`config.mk`:
```
export PLATFORM = sky130hd
export DESIGN_NAME = sevenseg_scan
export DESIGN_NICKNAME = d
export VERILOG_FILES = /design/src/rtl/sevenseg_scan.sv
export SDC_FILE = /design/constraint.sdc
export NUM_CORES = 1
export LEC_CHECK = 0
export ABC_CLOCK_PERIOD_IN_PS = 2250
export CAP_MARGIN = 30
export CORE_MARGIN = 1
export CORE_UTILIZATION = 30
export DETAILED_ROUTE_END_ITERATION = 8
export PLACE_DENSITY_LB_ADDON = 0.25
export SKIP_CTS_REPAIR_TIMING = 1
export SLEW_MARGIN = 10
export SYNTH_ARGS = -nofsm -noshare
export SYNTH_HDL_FRONTEND = slang
export SYNTH_SLANG_ARGS = --single-unit
```
`constraint.sdc`:
```
create_clock -name CLK -period 2.25 [get_ports CLK]
set_input_delay 0.45 -clock CLK [delete_from_list [all_inputs] [get_ports CLK]]
set_output_delay 0.45 -clock CLK [all_outputs]
set_load 0.02 [all_outputs]
```
`src/rtl/sevenseg_scan.sv`:
```
// sevenseg_scan: eight-digit multiplexed seven-segment scanner.
// A free-running prescaler steps the digit index. HEX and DP_IN are captured
// into shadow registers at every frame boundary, so one scan never mixes two
// values. ANODE, CATHODE and DP are registered and active-low.
// Optional feature: define SEVENSEG_LZB_EN to blank leading zero digits.
module sevenseg_scan #(
  parameter int PRESCALE_W = 17
) (
  input  logic        CLK,
  input  logic        RESETN,
  input  logic [31:0] HEX,
  input  logic [7:0]  DP_IN,
  input  logic        ENABLE,
  output logic [7:0]  ANODE,
  output logic [6:0]  CATHODE,
  output logic        DP,
  output logic        FRAME
);

  logic [PRESCALE_W-1:0] prescale_q, prescale_d;
  logic [2:0]            idx_q, idx_d;
  logic [31:0]           shadow_hex_q, shadow_hex_d;
  logic [7:0]            shadow_dp_q, shadow_dp_d;
  logic                  load_pending_q, load_pending_d;
  logic                  frame_q, frame_d;
  logic [7:0]            anode_q, anode_d;
  logic [6:0]            cathode_q, cathode_d;
  logic                  dp_q, dp_d;

  logic                  tick;
  logic                  load;
  logic [3:0]            nibble;
  logic                  blank_digit;

  // Segment patterns, active-low, bit0 = a ... bit6 = g.
  function automatic logic [6:0] seg(input logic [3:0] n);
    logic [6:0] s;
    case (n)
      4'h0: s = 7'h40;
      4'h1: s = 7'h79;
      4'h2: s = 7'h24;
      4'h3: s = 7'h30;
      4'h4: s = 7'h19;
      4'h5: s = 7'h12;
      4'h6: s = 7'h02;
      4'h7: s = 7'h78;
      4'h8: s = 7'h00;
      4'h9: s = 7'h10;
      4'hA: s = 7'h08;
      4'hB: s = 7'h03;
      4'hC: s = 7'h46;
      4'hD: s = 7'h21;
      4'hE: s = 7'h06;
      default: s = 7'h0E;
    endcase
    return s;
  endfunction

  assign tick   = &prescale_q;
  // A pending post-reset load and a frame-boundary load merge into one load.
  assign load   = load_pending_q | (tick & (idx_q == 3'd7));
  assign nibble = shadow_hex_q[{idx_q, 2'b00} +: 4];

`ifdef SEVENSEG_LZB_EN
  // lead_zero[d]: every shadow nibble from d up to 7 is zero.
  logic [7:0] lead_zero;
  for (genvar gi = 0; gi < 8; gi++) begin : g_lead_zero
    assign lead_zero[gi] = (shadow_hex_q[31:4*gi] == '0);
  end
  // Digit 0 always shows; a requested decimal point keeps a digit lit.
  assign blank_digit = (idx_q != 3'd0) & lead_zero[idx_q] & ~shadow_dp_q[idx_q];
`else
  assign blank_digit = 1'b0;
`endif

  // Scan timing, shadow capture and frame pulse.
  always_comb begin
    prescale_d     = prescale_q + PRESCALE_W'(1);
    idx_d          = tick ? idx_q + 3'd1 : idx_q;
    shadow_hex_d   = shadow_hex_q;
    shadow_dp_d    = shadow_dp_q;
    load_pending_d = 1'b0;
    frame_d        = load;
    if (load) begin
      shadow_hex_d = HEX;
      shadow_dp_d  = DP_IN;
    end
  end

  // Output decode for the current digit; everything dark when disabled or blanked.
  always_comb begin
    anode_d   = 8'hFF;
    cathode_d = 7'h7F;
    dp_d      = 1'b1;
    if (ENABLE && !blank_digit) begin
      anode_d[idx_q] = 1'b0;
      cathode_d      = seg(nibble);
      dp_d           = ~shadow_dp_q[idx_q];
    end
  end

  // State and output registers; reset aborts the scan and arms the first load.
  always_ff @(posedge CLK or negedge RESETN) begin
    if (!RESETN) begin
      prescale_q     <= '0;
      idx_q          <= 3'd0;
      shadow_hex_q   <= 32'h0;
      shadow_dp_q    <= 8'h00;
      load_pending_q <= 1'b1;
      frame_q        <= 1'b0;
      anode_q        <= 8'hFF;
      cathode_q      <= 7'h7F;
      dp_q           <= 1'b1;
    end else begin
      prescale_q     <= prescale_d;
      idx_q          <= idx_d;
      shadow_hex_q   <= shadow_hex_d;
      shadow_dp_q    <= shadow_dp_d;
      load_pending_q <= load_pending_d;
      frame_q        <= frame_d;
      anode_q        <= anode_d;
      cathode_q      <= cathode_d;
      dp_q           <= dp_d;
    end
  end

  assign ANODE   = anode_q;
  assign CATHODE = cathode_q;
  assign DP      = dp_q;
  assign FRAME   = frame_q;

endmodule
```
# Yosys cells after proc, flatten, opt, wreduce, memory -nomap -nowiden
# Memory sizes are Yosys's and may differ from the RTL's.
# Index checks and enable logic that the tools add are counted.
[classes]
n_bitwise = 4
n_eq_ne = 1
order_cmp = 2
n_shift = 1
reduce_logical = 2
n_mux = 7
add_sub_neg = 2
[op_table]
columns = ["cell", "count"]
rows = [
  ["$shiftx 32x6->4", 1],
  ["$add 17x1->17 const B", 1],
  ["$reduce_and 17->1", 1],
  ["$mux 8", 1],
  ["$not 8->8", 1],
  ["$mux 7", 1],
  ["$lt 3x4->1 const B", 1],
  ["$add 3x1->3 const B", 1],
  ["$bmux 1 s3", 1],
  ["$demux 1 s3", 1],
  ["$eq 3x3->1 const B", 1],
  ["$ge 3x1->1 const B", 1],
  ["$mux 1", 3],
  ["$and 1x1->1", 1],
  ["$logic_and 1x1->1", 1],
  ["$not 1->1", 1],
  ["$or 1x1->1", 1],
]
[word_totals]
word_cells = 29
register_bits = 78
rom_bits = 112
memories = 1
[mem_list]
columns = ["name", "words", "word_bits", "read_ports", "rd_ports_with_merged_regs", "wr", "line_no", "text"]
rows = [
  ["(no name shown)", 16, 7, 1, 0, 0, "38", "case (n)"],
]

# Depth between registers and ports, before layout
[logic_depth]
ltp_word = 6
mapped_depth = 9
ltp_nobuf = 8

# Worst setup path after synthesis
# OpenSTA, ideal clock, no wires.
[synth_timing]
path_type = "flip-flop to flip-flop"
from = "reg prescale_q[7]"
to = "reg shadow_dp_q[0]"
synth_period_minus_slack_ns = 2.460
n_path_buf = 1
stages_incl_launch_ff = 10
path_slack_ns = -0.210
t_required_ns = 2.125
arrival_time_ns = 2.335
path_cell_list = "dfrtp_1 -> and4_1 -> and3_1 -> nand2_1 -> nor2_1 -> and3_1 -> ha_1 -> a21oi_1 -> clkbuf_1 -> mux2_2"
[synth_via]
elab_chain_cells = 3
[synth_rtl]
columns = ["item", "line_no", "text"]
rows = [
  ["start, declared", "20", "logic [PRESCALE_W-1:0] prescale_q, prescale_d;"],
  ["start signal, assigned", "115", "prescale_q <= prescale_d;"],
  ["$reduce_and 17->1", "59", "assign tick = &prescale_q;"],
  ["via tick", "30", "logic tick;"],
  ["$and 1x1->1", "61", "assign load = load_pending_q | (tick & (idx_q == 3'd7));"],
  ["$or 1x1->1", "61", ""],
  ["end signal, assigned", "118", "shadow_dp_q <= shadow_dp_d;"],
  ["end, declared", "23", "logic [7:0] shadow_dp_q, shadow_dp_d;"],
]
# The timed path passes the listed nets, and every way through them passes these cells.
# A chain may end at the register's enable or synchronous reset.

# Final worst setup path
[layout_timing]
from = "reg idx_q[0]"
to = "reg cathode_q[4] (netlist: CATHODE[4])"
[layout_via]
elab_chain_cells = 3
[layout_rtl]
columns = ["item", "line_no", "text"]
rows = [
  ["start, declared", "21", "logic [2:0] idx_q, idx_d;"],
  ["start signal, assigned", "116", "idx_q <= idx_d;"],
  ["$shiftx 32x6->4", "62", "assign nibble = shadow_hex_q[{idx_q, 2'b00} +: 4];"],
  ["$mem_v2 16x7", "--", ""],
  ["$mux 7", "95", "if (ENABLE && !blank_digit) begin"],
  ["via cathode_d[4]", "27", "logic [6:0] cathode_q, cathode_d;"],
  ["end signal, assigned", "122", "cathode_q <= cathode_d;"],
  ["end, declared", "27", ""],
]
# The timed path passes the listed nets, and every way through them passes these cells.

==> run summary <==
Largest stage delay, worst path = 0.55 ns
largest family of logic cells by synthesized area = multiplexers
Crit-path slowest cell = mux4_2
Min Hold Slack = 0.04900 ns
Synth async-reset ratio = 100.0%
Worst-Skew Late Latency = 0.33 ns
Worst Slack Setup Final = 0.1089 ns
Synth area leader = dfrtp_1
GR Overflow Total = 0
Area growth syn-to-layout = 36.66%
Vias/cell = 4.605
largest net degree at the start of global routing = 50
Die Footprint = 12,100 µm²
R2R Path Start = idx_q[0]$_DFFE_PN0P_
Seq/Total Area, Yosys = 56.40%
GRT Util Overall = 12.38%
Max Cap Viol = 0
Peak supply drop = 0.3628 mV
Placed Area = 4337 µm²
Final ANT Viol Nets = 0
hpwl dp = 4.720 mm
Synth Area in Compound Gates = 2.432%
CTS tree = yes
Synth area leaders = dfrtp_1, mux2_2, dfstp_2
ys flop type = dfrtp_1
Synthesized Nets = 301
Inserted Diodes = 0
final WL = 6.898 mm
DR iter-0 viols = 67
Leakage = 1.994 nW
WP buf/inv = 1
most frequent cells in the layout = dfrtp_1, clkdlybuf4s50_1, mux2_2, dfstp_2, nand2_1
critical path capture point type = flip-flop
Slew Viols, Final = 0
vias in the first global route = 2,208
Reg clk slew, reported paths = 0.06 ns
total iterations of the first detailed-routing run = 4
Die Span Y = 110.0 µm
Initial Util = 30.77%
CP top delay family = multiplexers
Final period util = 95.16%
mux contribution to synthesized area = 24.21%
Worst Skew = 0.005579 ns
final setup fails = 0
core outline area = 11,370 µm²
crit path DAT = 2.39 ns
Worst EP required = 2.50 ns
Final min period = 2.141 ns
area fraction of the dominant cell type after synthesis = 43.63%
worst reg2reg endpoint = CATHODE[4]$_DFF_PN1_
Port Buf Inserts = 59
simple-gate area share of the yosys netlist = 7.010%
share of cells above drive strength 1 = 35.05%
per-cell routed wire length = 14.55 µm
Peak Freq = 467.1 MHz
first-pass GRT wire length = 11.08 mm
clk sinks = 78
Mapped Cells = 248
Fin. Hold Viols = 0
drt drc = 0
Tightest Hold Check Type = primary input to asynchronous set/reset pin
Worst setup SP type = flip-flop
maximum buffer depth of the clock tree = 2
R2R depth = 6
RD Place Congestion = 0.7359
via count = 2,183
cell area after synthesis = 3498 µm²
pre-CTS setup slack = -0.04180 ns
FF-to-FF setup slack = 0.11 ns
status = finished, final reports clean
Yosys cell types = 35
final instance area = 4781 µm²
Final TNS setup = 0 ns
CTS Root Cell = clkbuf_16
Synth warnings = 0
Post-Synth Adder-Cell Area = 3.577%
Die X = 110.0 µm
IO Count = 60
EDFF count, synth = 0
nets = 379
Power Dens Cells = 720.8 nW/µm²
Final Core Density = 42.05%
Synth Area in XOR/XNOR = 3.755%
crit-path cells = mux4_2 > mux2i_4 > inv_2 > ha_4 > or2_2 > a311o_1
Num CTS Buffers = 9
Avg Inst Size Synth = 14.11 µm²
initial antenna violation count = 0
unrepaired setup endpoints after global routing = no
row count = 39
worst-path maximum fanout = 6
H-tree levels = 3
commonest non-fill, non-tap cell in the layout = dfrtp_1
critical path class = flip-flop to flip-flop
FF+latch count, synth = 78
-- area by class of cell --
class / instances / area (µm²)
clock buffers: 13 / 260.3
clock inverters: 3 / 42.54
fillers: 1085 / 6589
inverters: 6 / 22.52
multi-input cells: 153 / 1470
flip-flops and latches: 78 / 1974
well taps: 143 / 178.9
repair buffers: 78 / 832.0
-- registers in the layout, indices dropped and copies added (netlist names) --
| signal | flops |
|---|---|
| load_pending_q | 1 |
| prescale_q | 17 |
| shadow_hex_q | 32 |
| FRAME | 1 |
| idx_q | 3 |
| DP | 1 |
| ANODE | 8 |
| CATHODE | 7 |
| shadow_dp_q | 8 |
-- per-layer routing --
metal / track usage (%) / wire length [µm] / vias to the layer above
li1: - / - / 1035
met1: 16.94 / 3261 / 1091
met2: 18.26 / 3185 / 51
met3: 3.116 / 328 / 6
met4: 6.000 / 122 / 0
met5: 0 / 0 / -
-- per-stage QoR --
| step | power, W | std cells |
|---|---|---|
| 2_1_floorplan | 0.001793 | 248 |
| 3_3_place_gp | 0.001985 | 453 |
| 3_5_place_dp | 0.001990 | 453 |
| 4_1_cts | 0.003459 | 469 |
| 5_1_grt | 0.003610 | 474 |
| 6_report | 0.003446 | 474 |
-- power breakdown --
part / internal (W) / leakage, nW / switching (W)
Sequential: 0.00151 / 0.920 / 0.0000433
Clock: 0.000918 / 0.146 / 0.000535
Combinational: 0.000261 / 0.928 / 0.000179
Total: 0.00269 / 1.99 / 0.000758
-- cell usage after synthesis, types with 2 or more instances --
master and instances:
dfstp_2 17, dfrtp_1 61, clkbuf_1 5, and4_1 2, buf_6 2, a2bb2oi_1 2, mux2i_4 2, nor2b_1 4
nand4_1 3, buf_4 2, xnor2_1 10, a21oi_1 2, mux2_2 45, mux4_2 4, o221ai_1 2, and3_1 3
a31oi_1 2, nand3_1 10, ha_1 10, inv_1 6, mux2i_1 10, nand2_1 16, mux4_1 4, xor2_1 5
o21ai_1 2, nor2_1 8
-- how the worst max path moves through the flow --
stage | cells after the start | from | end | slack, ns
3_5_place_dp | 6 | idx_q[0]$_DFFE_PN0P_ | CATHODE[0]$_DFF_PN1_ | -0.04
2_1_floorplan | 7 | idx_q[0]$_DFFE_PN0P_ | CATHODE[4]$_DFF_PN1_ | 0.006
4_1_cts | 6 | idx_q[0]$_DFFE_PN0P_ | CATHODE[0]$_DFF_PN1_ | -0.06
5_1_grt | 6 | idx_q[0]$_DFFE_PN0P_ | CATHODE[4]$_DFF_PN1_ | 0.006
6_report | 6 | idx_q[0]$_DFFE_PN0P_ | CATHODE[4]$_DFF_PN1_ | 0.11
3_3_place_gp | 6 | idx_q[0]$_DFFE_PN0P_ | CATHODE[0]$_DFF_PN1_ | 0.006
-- kinds of logic after synthesis --
family | Yosys count
AOI/OAI and AO/OA | 12
xor gates and xnor gates | 15
adders and majority gates | 10
buffers and inverters | 17
DFF | 78
muxes | 65
other | 1
and+or+nand+nor | 50
(Power assumes the default switching activity.)
